### src/rtl/uart_cmd_bridge.sv
// uart_cmd_bridge: command byte decoder between the UART FIFOs
// and the UART register file; replies with read data or ERR_CODE.
module uart_cmd_bridge #(
  parameter int         ADDR_WIDTH     = 3,
  parameter int         NUM_REGS       = 7,
  parameter int         TIMEOUT_CYCLES = 1000000,
  parameter logic [7:0] ERR_CODE       = 8'hEE
) (
  input  logic                  i_clk,
  input  logic                  i_rst,
  input  logic [7:0]            i_rx_data,
  input  logic                  i_rx_fifo_e,
  output logic                  o_rx_rd_en,
  output logic [7:0]            o_tx_data,
  output logic                  o_tx_wr_en,
  input  logic                  i_tx_fifo_f,
  output logic [ADDR_WIDTH-1:0] o_rwaddr,
  output logic [7:0]            o_write_data,
  output logic                  o_wr_req,
  output logic                  o_rd_req,
  input  logic [7:0]            i_read_data,
  output logic                  o_err,
  output logic                  o_busy
);

  localparam int CW = $clog2(TIMEOUT_CYCLES + 1);

  localparam logic [2:0] S_IDLE      = 3'd0;
  localparam logic [2:0] S_DECODE    = 3'd1;
  localparam logic [2:0] S_WAIT_DATA = 3'd2;
  localparam logic [2:0] S_WRITE     = 3'd3;
  localparam logic [2:0] S_READ_REQ  = 3'd4;
  localparam logic [2:0] S_READ_WAIT = 3'd5;
  localparam logic [2:0] S_SEND      = 3'd6;
  localparam logic [2:0] S_ERR       = 3'd7;

  logic [2:0]    state_q;
  logic [2:0]    state_d;
  logic [7:0]    cmd_q;
  logic [7:0]    wdata_q;
  logic [7:0]    txd_q;
  logic [CW-1:0] cnt_q;
  logic          pop;
  logic          push;
  logic          err_p;
  logic          illegal;
  logic          last;

  assign illegal =
    (cmd_q[6:ADDR_WIDTH] != '0) ||
    (32'(cmd_q[ADDR_WIDTH-1:0]) >= 32'(NUM_REGS));
  assign last = (cnt_q == CW'(TIMEOUT_CYCLES - 1));

  // Next-state and handshake strobes; an arriving byte beats the timeout
  always_comb begin
    state_d = state_q;
    pop     = 1'b0;
    push    = 1'b0;
    err_p   = 1'b0;
    case (state_q)
      S_IDLE: begin
        if (!i_rx_fifo_e) begin
          pop     = 1'b1;
          state_d = S_DECODE;
        end
      end
      S_DECODE: begin
        if (illegal) begin
          err_p   = 1'b1;
          state_d = S_ERR;
        end else if (cmd_q[7]) begin
          state_d = S_WAIT_DATA;
        end else begin
          state_d = S_READ_REQ;
        end
      end
      S_WAIT_DATA: begin
        if (!i_rx_fifo_e) begin
          pop     = 1'b1;
          state_d = S_WRITE;
        end else if (last) begin
          err_p   = 1'b1;
          state_d = S_ERR;
        end
      end
      S_WRITE:     state_d = S_IDLE;
      S_READ_REQ:  state_d = S_READ_WAIT;
      S_READ_WAIT: state_d = S_SEND;
      S_SEND, S_ERR: begin
        if (!i_tx_fifo_f) begin
          push    = 1'b1;
          state_d = S_IDLE;
        end
      end
      default: state_d = S_IDLE;
    endcase
  end

  // State, command/data latches, timeout counter and reply byte
  always_ff @(posedge i_clk) begin
    if (i_rst) begin
      state_q <= S_IDLE;
      cmd_q   <= '0;
      wdata_q <= '0;
      txd_q   <= '0;
      cnt_q   <= '0;
    end else begin
      state_q <= state_d;
      if (state_q == S_IDLE && pop)
        cmd_q <= i_rx_data;
      if (state_q == S_DECODE)
        cnt_q <= '0;
      else if (state_q == S_WAIT_DATA && !pop)
        cnt_q <= cnt_q + CW'(1);
      if (state_q == S_WAIT_DATA && pop)
        wdata_q <= i_rx_data;
      if (state_q == S_READ_WAIT)
        txd_q <= i_read_data;
      if (err_p)
        txd_q <= ERR_CODE;
    end
  end

  assign o_rx_rd_en   = pop & ~i_rst;
  assign o_tx_wr_en   = push & ~i_rst;
  assign o_err        = err_p & ~i_rst;
  assign o_wr_req     = (state_q == S_WRITE) & ~i_rst;
  assign o_rd_req     = (state_q == S_READ_REQ) & ~i_rst;
  assign o_busy       = (state_q != S_IDLE) & ~i_rst;
  assign o_rwaddr     = cmd_q[ADDR_WIDTH-1:0];
  assign o_write_data = wdata_q;
  assign o_tx_data    = txd_q;

endmodule

### config.mk
export PLATFORM = sky130hd
export DESIGN_NAME = uart_cmd_bridge
export DESIGN_NICKNAME = d
export VERILOG_FILES = /design/src/rtl/uart_cmd_bridge.sv
export SDC_FILE = /design/constraint.sdc
export NUM_CORES = 1
export LEC_CHECK = 0
export CAP_MARGIN = 20
export CORE_ASPECT_RATIO = 1.5
export CORE_MARGIN = 5
export CORE_UTILIZATION = 30
export CTS_CLUSTER_SIZE = 8
export DETAILED_ROUTE_END_ITERATION = 6
export HOLD_SLACK_MARGIN = 0.06
export PLACE_DENSITY = 0.55
export SLEW_MARGIN = 20
export SYNTH_ARGS = -nofsm -noshare
export SYNTH_HDL_FRONTEND = slang
export SYNTH_SLANG_ARGS = --single-unit
### constraint.sdc
create_clock -name i_clk -period 5.06 [get_ports i_clk]
set_input_delay 1.518 -clock i_clk [delete_from_list [all_inputs] [get_ports i_clk]]
set_output_delay 1.518 -clock i_clk [all_outputs]
set_load 0.1 [all_outputs]
==> out/metrics.yaml <==
global_routing:
  grt_util_met3_pct: 3.18
  gr-max-usage-layer: "met2"
  overflow: 0
  grt_use_met2_pct: 18.9
  grt_pass1_vias: 1682
  antenna_found_initial: 0
  met1_usage_pct: 13.3
  grt_pass1_wl_microns: 8030
  grt_util_all_layers_pct: 11.1
  grt_max_degree: 21
floorplan:
  rows: 37
  pin_count: 45
  fp.dieW_microns: 78.5
  die_area_sq_mm: 0.00886
  initial_core_util_pct: 30.8
  chipHeight_microns: 113
  coreArea_sq_mm: 0.00685
routing:
  remaining_drc_errors: 0
  dr.pass1.iters: 4
  vias: 1788
  drtAntennaViolNets: 0
  routed_via_density: 5.02
  drtIter0Drc: 49
  wl_per_cell_microns: 13.3
  drt-total-wl_microns: 4720
power_and_ir_drop:
  irDropWorstVdd_uv: 175
  p_comb_share_pct: 46.3
  powerDensity_mw_per_mm2: 478
  total_leakage_power_nw: 0.949
  power.switching_mw: 0.596
  seqPwrFrac_pct: 37.2
  power_mw: 1.30
  switching_share_pct: 45.7
  p_int_mw: 0.709
  clkPwrFrac_pct: 16.5
clock_network:
  clk_latency_ps: 290
  post_cts_resized: 0
  cts.path.max_buffers: 2
  htree_levels: 2
  clockRootBuffer: "clkbuf_8"
  cts.hold.buffers_added: 0
  post-cts-setup-buffers: 0
  numCtsBuffers: 5
  clkSinkCount: 47
  clkSlewWorstSetupHoldPaths_ps: 80
  cts_tree: "done"
worst_setup_path:
  crit_family: "buffers and inverters"
  path_buf_inv: 2
  critPathCaptureType: "output pin"
  cp-start-kind: "input port"
  cp.required_ps: 3540
  worstPathCellList: "clkdlybuf4s50_1, and4bb_2, a31oi_1, nor2_1, buf_12"
  crit_path_top_delay_cell: "clkdlybuf4s50_1"
  r2r-end: "cnt_q[11]$_SDFFE_PP0P_"
  endpoint: "o_err"
  path_max_fanout: 14
  cp-startpoint: "i_rx_fifo_e"
  worstPathArrival_ps: 3160
  max_stage_delay_ps: 600
  timing.rr.start: "state_q[1]$_SDFFE_PP0P_"
  rrSetupSlack_ps: 2820
  cp_num_cells: 5
  rr_worst_depth: 4
  crit_type: "in -> out"
timing:
  clock_skew_ps: 7.81
  worst_pin_slew_ps: 1060
  rsz0062_at_grt: "no"
  timing.final.ws_setup_ps: 386
  max_freq_mhz: 214
  timing.slew.headroom_pct: 28.9
  holdWs_ps: 455
  hold_violations: 0
  period_minus_slack_ps: 4670
  setup_viol: 0
  drv_slew: 0
  fin_crit_sh_pct: 92.4
finish:
  stdcell_area_sq_mm: 0.00273
  drive_above_1_share_pct: 10.1
  n_antenna_cell: 0
  nFillCells: 700
  nets: 298
  areaGrowthSynthToFinish_pct: 29.2
synth:
  synthCells: 241
  synth_flop_cell: "dfxtp_1"
  synth-seq-cells: 47
  synth_area_per_cell_sq_um: 8.77
  synthDistinctLibCells: 45
  synth_common_cells: "dfxtp_1 (47), a21oi_1 (29), nand2_1 (22)"
  synth_top_area_share_pct: 44.5
  yosysMostFrequentCell: "dfxtp_1"
  synth_area_leaders: "dfxtp_1 (45%), mux2i_1 (8.1%), a21oi_1 (6.9%)"
  syn-cell-area_sq_mm: 0.00211
  async_flop_share_pct: 0
  synth_edf_count: 0
  yosys_warnings: 0
  synth_top_cell_by_area: "dfxtp_1"
  yosysSeqAreaShare_pct: 44.5
  synth_fp_nets: 262
placement:
  gp_congestion: 0.732
  hpwl_microns: 3500
  port_buffers: 44
  dp_slack_ps: 394
  place_area_sq_mm: 0.00265
min_path:
  hp-class: "reg -> reg"
  hold_start: "o_write_data[6]$_SDFFE_PP0P_"
flow_run:
  drv_cap: 0
status:
  status: "completed"
## cell usage in the layout (no fill, tap or decap), types with 5 or more instances in the layout
cell / count
a21oi_1: 29
buf_12: 6
clkbuf_8: 5
clkdlybuf4s50_1: 38
dfxtp_1: 47
mux2i_1: 17
nand2_1: 22
nand3_1: 9
nand4_1: 5
nor2_1: 21
o21ai_0: 11
or3_1: 7
xor2_1: 5
## layer usage
metal | routed length, microns | up-vias
met3 | 221 | 6
met5 | 0 | -
met1 | 2070 | 813
met4 | 63 | 0
li1 | - | 934
met2 | 2360 | 35
## tightest hold or removal path: cells and delay by family, from the launching register on
| family | cells | cell delay (ps) |
|---|---|---|
| DFF | 1 | 310 |
| and+or+nand+nor | 1 | 50 |
| AOI/OAI and AO/OA | 1 | 50 |
## state kept, by name, summed over array words and instances (netlist names)
register,cells
o_tx_data,8
state_q,3
cnt_q,20
o_write_data,8
cmd_q,8
## power groups by stage
| stage | Combinational [mW] | Sequential (mW) | Clock (mW) |
|---|---|---|---|
| 2_1_floorplan | 0.332 | 0.622 | 0 |
| 3_3_place_gp | 0.609 | 0.493 | 0 |
| 3_5_place_dp | 0.609 | 0.494 | 0 |
| 4_1_cts | 0.610 | 0.485 | 0.230 |
| 5_1_grt | 0.636 | 0.500 | 0.244 |
| 6_report | 0.604 | 0.486 | 0.215 |
## cell families (layout without fill, tap and decap cells)
group | after synthesis | after routing | synth area share [%]
fa+ha+maj | 1 | 1 | 0.592
buf+inv | 21 | 58 | 4.68
flops | 47 | 47 | 44.5
compound gates | 50 | 50 | 13.0
mux | 17 | 17 | 8.05
simple gates | 98 | 98 | 26.2
xor+xnor | 7 | 7 | 2.90
## metrics by stage
stage          utilization, %  TNS (ps)  cells
2_1_floorplan               -     -3790    241
3_3_place_gp             38.6         0    348
3_5_place_dp             38.6         0    348
4_1_cts                  39.9         0    356
5_1_grt                  39.9         0    356
6_report                 39.9         0    356
## worst min path at each step
stage / to / slack (ps) / depth (start not counted)
floorplan: cnt_q[18]$_SDFFE_PP0P_ / 450 / 2
global placement: o_write_data[5]$_SDFFE_PP0P_ / 440 / 2
detailed placement: o_write_data[7]$_SDFFE_PP0P_ / 450 / 2
CTS: o_write_data[7]$_SDFFE_PP0P_ / 460 / 2
global route: o_write_data[7]$_SDFFE_PP0P_ / 480 / 2
finish: o_write_data[6]$_SDFFE_PP0P_ / 450 / 2
## final cells by class
class,count,area [sq um],area share (%)
clock buffers,6,72.6,2.66
well taps,78,97.6,3.57
flip-flops and latches,47,941,34.4
clock inverters,2,12.5,0.458
multi-input cells,173,1070,39.3
inverters,3,11.3,0.412
repair buffers,47,523,19.1
(Power assumes the default switching activity.)
==> patch 1: new RTL, same flow settings <==
`TIMEOUT_CYCLES`: 1000000 -> 250000.
--- a/src/rtl/uart_cmd_bridge.sv
+++ b/src/rtl/uart_cmd_bridge.sv
@@ -4,5 +4,5 @@
   parameter int         ADDR_WIDTH     = 3,
   parameter int         NUM_REGS       = 7,
-  parameter int         TIMEOUT_CYCLES = 1000000,
+  parameter int         TIMEOUT_CYCLES = 250000,
   parameter logic [7:0] ERR_CODE       = 8'hEE
 ) (
Check against the original RTL: no difference found for any inputs over 10 cycles, from zero or initial values and one cycle with i_rst high; that may be too few to reach the edited logic, so the function may still have changed.
==> patch 1 against the original RTL <==
Design area increased by 0.87%. Worst hold slack improved by 1.6 ps. Area after synthesis increased by 1.1%. Clock power increased by 6%. Highest routed layer unchanged. Setup slack improved by 250 ps. Power decreased by 15%. Sequential cell count decreased by 2. Routed wire length increased by 4.4%.
==> patch 1: results (changes against the original RTL) <==
Outcome
The flow ran to the end, and the final reports show no timing, DRC or antenna violations.

STA
The fmax was 226.3 MHz (+5.8%). The worst clock skew on the final layout is 5.844 ps (-1.964 ps). The transition at the pin with the smallest max-transition slack is 1003 ps (-55.27 ps).

Placement
The placed cell count is 342 (-1.7%). The half-perimeter wire length after placement was 3726 um (+6.6%). The pre-CTS setup slack is 619.3 ps (+224.9 ps). The global placer's final weighted congestion is 0.7352 (+0.45%).

Detailed routing
The total wire length came to 4926 um (+4.4%). The overall via count from detail_route is 1772 (-0.89%). The starting DRC count in detailed routing was 52 (+6.1%).

Pwr
The static leakage is 0.9681 nW (+2.0%). The peak ir drop on the vdd network is 0.1490 mV (-15%).

Synthesis
Yosys attributes the largest share of cell area to sky130_fd_sc_hd__dfxtp_1 (42%), sky130_fd_sc_hd__mux2i_1 (7.5%), sky130_fd_sc_hd__a21oi_1 (6.1%), sky130_fd_sc_hd__nor2_1 (4.2%), sky130_fd_sc_hd__nand2_1 (3.9%). The share of the yosys chip area belonging to registers is 42.18% (-2.3 points). The share of synthesized flip-flops with an asynchronous set or reset is 0% (unchanged). Counting instances in the post-synthesis netlist gives the leading cell types as sky130_fd_sc_hd__dfxtp_1 (45), sky130_fd_sc_hd__a21oi_1 (26), sky130_fd_sc_hd__nor2_1 (24). By instance count, the leading cell after synthesis is sky130_fd_sc_hd__dfxtp_1. The number of nets produced by synthesis was 257 (-1.9%). The average footprint of a synthesized cell is 9.050 um2 (+3.2%).

Worst setup path
The setup slack of the worst register-to-register path is 2990 ps (+170 ps). The data arrival time of the critical path is 2900 ps (-260 ps). The endpoint of the worst register-to-register path is cnt_q[12]. The number of cell instances on the worst register-to-register path is 5 (+1).

The maximum fanout along the worst path is 10 (-4).

Global route
The wire length of the first global-routing pass is 8121 um (+1.1%). The number of global-route vias before repair is 1696 (+0.83%). The routing usage on met3 is 2.389% (-0.80 points). The total global-route track usage is 11.31% (+0.24 points). The global routing met1 resource utilization is 12.46% (-0.82 points).

The met2 usage is 20.99% (+2.1 points). The maximum number of pins on one net before global-route repair came to 24 (+14%).

Final layout
The number of flip-flops under the largest register name is 18 (-10%). The number of cells in the finished layout apart from fillers is 350 (-1.7%). The ratio of cells with drive above 1 in the final layout is 12.50% (+2.4 points).

The net count of the finished layout is 292 (-2.0%).

Worst hold path
The worst hold path begins at o_write_data[1]. For hold timing, the worst endpoint is o_write_data[1].
==> patch 1: where the power goes <==
group          leakage (nW)  internal (W)  switching [W]  total (W)
Combinational         0.559      0.000148       0.000296   0.000444
Sequential            0.365      0.000389      0.0000518   0.000441
Clock                0.0445     0.0000981       0.000129   0.000227
==> patch 1: how the worst max path moves through the flow <==
stage	start	endpoint	slack [ps]	cells after the start
after floorplan	i_rst	o_rd_req	-1170	3
after global placement	i_rst	o_tx_wr_en	620	4
after detailed placement	i_rst	o_tx_wr_en	620	4
after CTS	i_rst	o_tx_wr_en	620	4
after global routing	i_rst	o_tx_wr_en	560	4
final	i_rst	o_tx_wr_en	640	4
==> patch 1: routing by layer <==
layer  up-vias  part of all wire, %
met1       826                   42
met3         6                  3.6
met2        32                   53
met4         0                  1.6
met5         -                    0
li1        908                    -
==> patch 1: per-stage QoR <==
stage	hold slack (ps)	instance area [um2]	utilization, %
final	456.2	2755	39.94
after global routing	477.7	2755	39.94
after CTS	461.5	2755	39.94
after detailed placement	448.2	2665	38.64
after global placement	441.7	2665	38.64
after floorplan	447.3	2136	-
==> patch 1: kinds of logic after synthesis <==
kind of cell | count (synthesis) | synth area share [%]
compound gates | 38 | 10.66
xor+xnor | 11 | 4.511
fa+ha+maj | 1 | 0.5857
buf+inv | 23 | 5.155
flops | 45 | 42.18
mux | 17 | 8.026
simple gates | 101 | 28.88
==> patch 1: area by class of cell <==
type	instances	area, um2
tap	78	97.59
clock inverter	3	21.27
inverter	3	11.26
sequential	45	900.9
multi-input combinational	168	1125
fill	696	4143
clock buffer	5	68.82
timing repair buffer	48	530.5
==> patch 1: worst max-delay path: stages <==
cell	delay (ps)
sky130_fd_sc_hd__clkdlybuf4s50_1	470
sky130_fd_sc_hd__buf_4	200
sky130_fd_sc_hd__nor4bb_1	470
sky130_fd_sc_hd__buf_12	240
==> patch 2: new RTL, same flow settings <==
Without the edit above. Reset style: asynchronous (`i_rst`), changed in one clocked block.
--- a/src/rtl/uart_cmd_bridge.sv
+++ b/src/rtl/uart_cmd_bridge.sv
@@ -98,5 +98,5 @@
 
   // State, command/data latches, timeout counter and reply byte
-  always_ff @(posedge i_clk) begin
+  always_ff @(posedge i_clk or posedge i_rst) begin
     if (i_rst) begin
       state_q <= S_IDLE;
Formal check against the unedited RTL: differs if i_rst is asserted again (counterexample within 4 cycles, from zero or initial values and one cycle with i_rst high); with i_rst held inactive, the same outputs for 10 cycles.
==> patch 2 against the original RTL <==
Global-route usage grew 1.1 points. Sequential cell count stayed put. Worst hold slack better by 33 ps. First-iteration DRC count rose to 2.5 times the old value. Register-to-register slack got worse by 80 ps. Routed wire length is 16% higher. Count of clock-buffer cells in the layout decreased by 1. Design area rose by 14%. Sequential share of layout area increased by 3.2 points. Area after synthesis rose by 11%. Setup slack gained 190 ps. Power up 66%. Largest cell class is now flip-flops and latches.
==> patch 2: results (changes against the original RTL) <==
Pwr
The static leakage is 1.254 nW (+32%). The peak ir drop on the vdd network was 0.4258 mV (+140%).

Final layout
The ratio of cells with drive above 1 in the final layout was 17.28% (+7.2 points). The net count of the finished layout came to 292 (-2.0%). The number of flip-flops under the largest register name is 20 (unchanged). Ranked by flip-flop count, first place goes to cnt_q.

The number of fill cells came to 768 (+9.7%).

Global route
The total global-route track usage is 12.13% (+1.1 points). The number of global-route vias before repair came to 1839 (+9.3%). The wire length of the first global-routing pass is 9177 um (+14%).

The maximum number of pins on one net before global-route repair is 48 (+130%). The initial antenna violation count is 0 (unchanged).

Worst setup path
The data arrival time of the critical path came to 2970 ps (-190 ps). The stage delay of the slowest cell on the critical path is 490 ps (-110 ps). Tracing the worst setup path back leads to its startpoint at i_rx_fifo_e.

The startpoint identified for the worst register-to-register timing path is state_q[1]. The maximum fanout along the worst path was 2 (-12).

Detailed routing
The routed via count divided by cell count is 4.896 (-2.5%). The wire length the detailed router placed on met1 is 2174 um (+4.8%). The detailed route wirelength on metal2 is 3048 um (+29%).

The starting DRC count in detailed routing was 124 (+150%). The sum of met3 wire segment lengths after detailed routing was 172 um (-22%). The total wire length is 5493 um (+16%).

STA
The worst clock skew on the final layout came to 4.988 ps (-2.821 ps). The transition at the pin with the smallest max-transition slack was 1037 ps (-20.64 ps).

Clocking
The CTS H-tree depth came to 2 (unchanged). The buffer cell driving the clock tree root is sky130_fd_sc_hd__clkbuf_16. The worst-case clock buffer depth is 2 (unchanged).

Placement
The global placer's final weighted congestion is 0.7582 (+3.6%). The quantity of I/O buffers inserted on ports is 44 (unchanged). The half-perimeter wire length after placement was 3992 um (+14%).

Worst hold path
The startpoint of the lowest-slack hold path is cnt_q[19].

Synthesis
In the synthesized netlist, the cells that appear most often are sky130_fd_sc_hd__dfrtp_1 (47), sky130_fd_sc_hd__nand2_1 (32), sky130_fd_sc_hd__nor2_1 (19). Yosys attributes the largest share of cell area to sky130_fd_sc_hd__dfrtp_1 (50%), sky130_fd_sc_hd__mux2_2 (7.7%), sky130_fd_sc_hd__nand2_1 (5.1%), sky130_fd_sc_hd__nor2_1 (3.0%), sky130_fd_sc_hd__xnor2_1 (2.6%). The share of the yosys chip area belonging to registers is 50.16% (+5.6 points). The number of unique standard cell types used by synthesis is 48 (+6.7%).

The cell count after synthesis was 229 (-5.0%). The number of nets produced by synthesis came to 250 (-4.6%). The share of synthesized flip-flops with an asynchronous set or reset was 100.0% (+100 points).

Outcome
The run finished with clean final reports.
-- patch 2: metal layers --
| metal | vias up | GRT usage [%] |
|---|---|---|
| met2 | 27 | 20.93 |
| met5 | - | 0 |
| met3 | 6 | 2.664 |
| met4 | 0 | 4.678 |
| met1 | 900 | 14.18 |
| li1 | 898 | - |
-- patch 2: path summary, 6_finish.rpt --
check | slack, ps | to | cells after the start
worst max-delay path | 580 | o_err | 6
worst min-delay path | 490 | cnt_q[19] | 1
worst max register to register | 2740 | cnt_q[13] | 5
worst min register to register | 490 | cnt_q[19] | 1
max in group asynchronous | 2720 | o_tx_data[1] | 3
min in group asynchronous | 1920 | o_write_data[0] | 3
-- patch 2: area by class of cell --
cell class | instances | share of cell area (%)
Sequential cell | 47 | 37.62
Clock inverter | 3 | 1.521
Inverter | 4 | 0.6002
Clock buffer | 5 | 4.002
Tap cell | 102 | 4.082
Timing Repair Buffer | 49 | 16.81
Multi-Input combinational cell | 164 | 35.37
-- patch 2: per-stage QoR --
stage          cells  power, W  utilization (%)  area (um2)  setup WS [ps]
4_1_cts          374  0.002194            41.08        3127          554.2
5_1_grt          374  0.002280            41.08        3127          479.0
3_3_place_gp     366  0.001794            38.81        2954          601.9
2_1_floorplan    229  0.001529                -        2371          120.2
6_report         374  0.002172            41.08        3127          575.0
3_5_place_dp     366  0.001801            38.81        2954          571.7
-- patch 2: cells by family after synthesis --
| group | after synthesis | synth area share, % |
|---|---|---|
| AO/OA/AOI/OAI | 21 | 6.137 |
| flip-flops | 47 | 50.16 |
| multiplexers | 21 | 9.819 |
| adder cells (fa/ha/maj) | 1 | 0.5335 |
| AND/OR/NAND/NOR | 111 | 25.99 |
| XOR/XNOR | 10 | 3.736 |
| buffers and inverters | 18 | 3.628 |
-- patch 2: power by group --
part / internal [W] / switching, W / leakage [nW] / total (W)
logic: 0.000331 / 0.000827 / 0.575 / 0.00116
clock network: 0.000236 / 0.000150 / 0.0844 / 0.000386
registers: 0.000497 / 0.000131 / 0.595 / 0.000628
total: 0.00106 / 0.00111 / 1.25 / 0.00217
-- patch 2: worst reg2reg max path, stage by stage, from the launching register on --
cell	delay (ps)
sky130_fd_sc_hd__dfrtp_1	750
sky130_fd_sc_hd__nand4bb_1	200
sky130_fd_sc_hd__buf_4	210
sky130_fd_sc_hd__or3_4	430
sky130_fd_sc_hd__or4_1	500
sky130_fd_sc_hd__a21oi_1	160
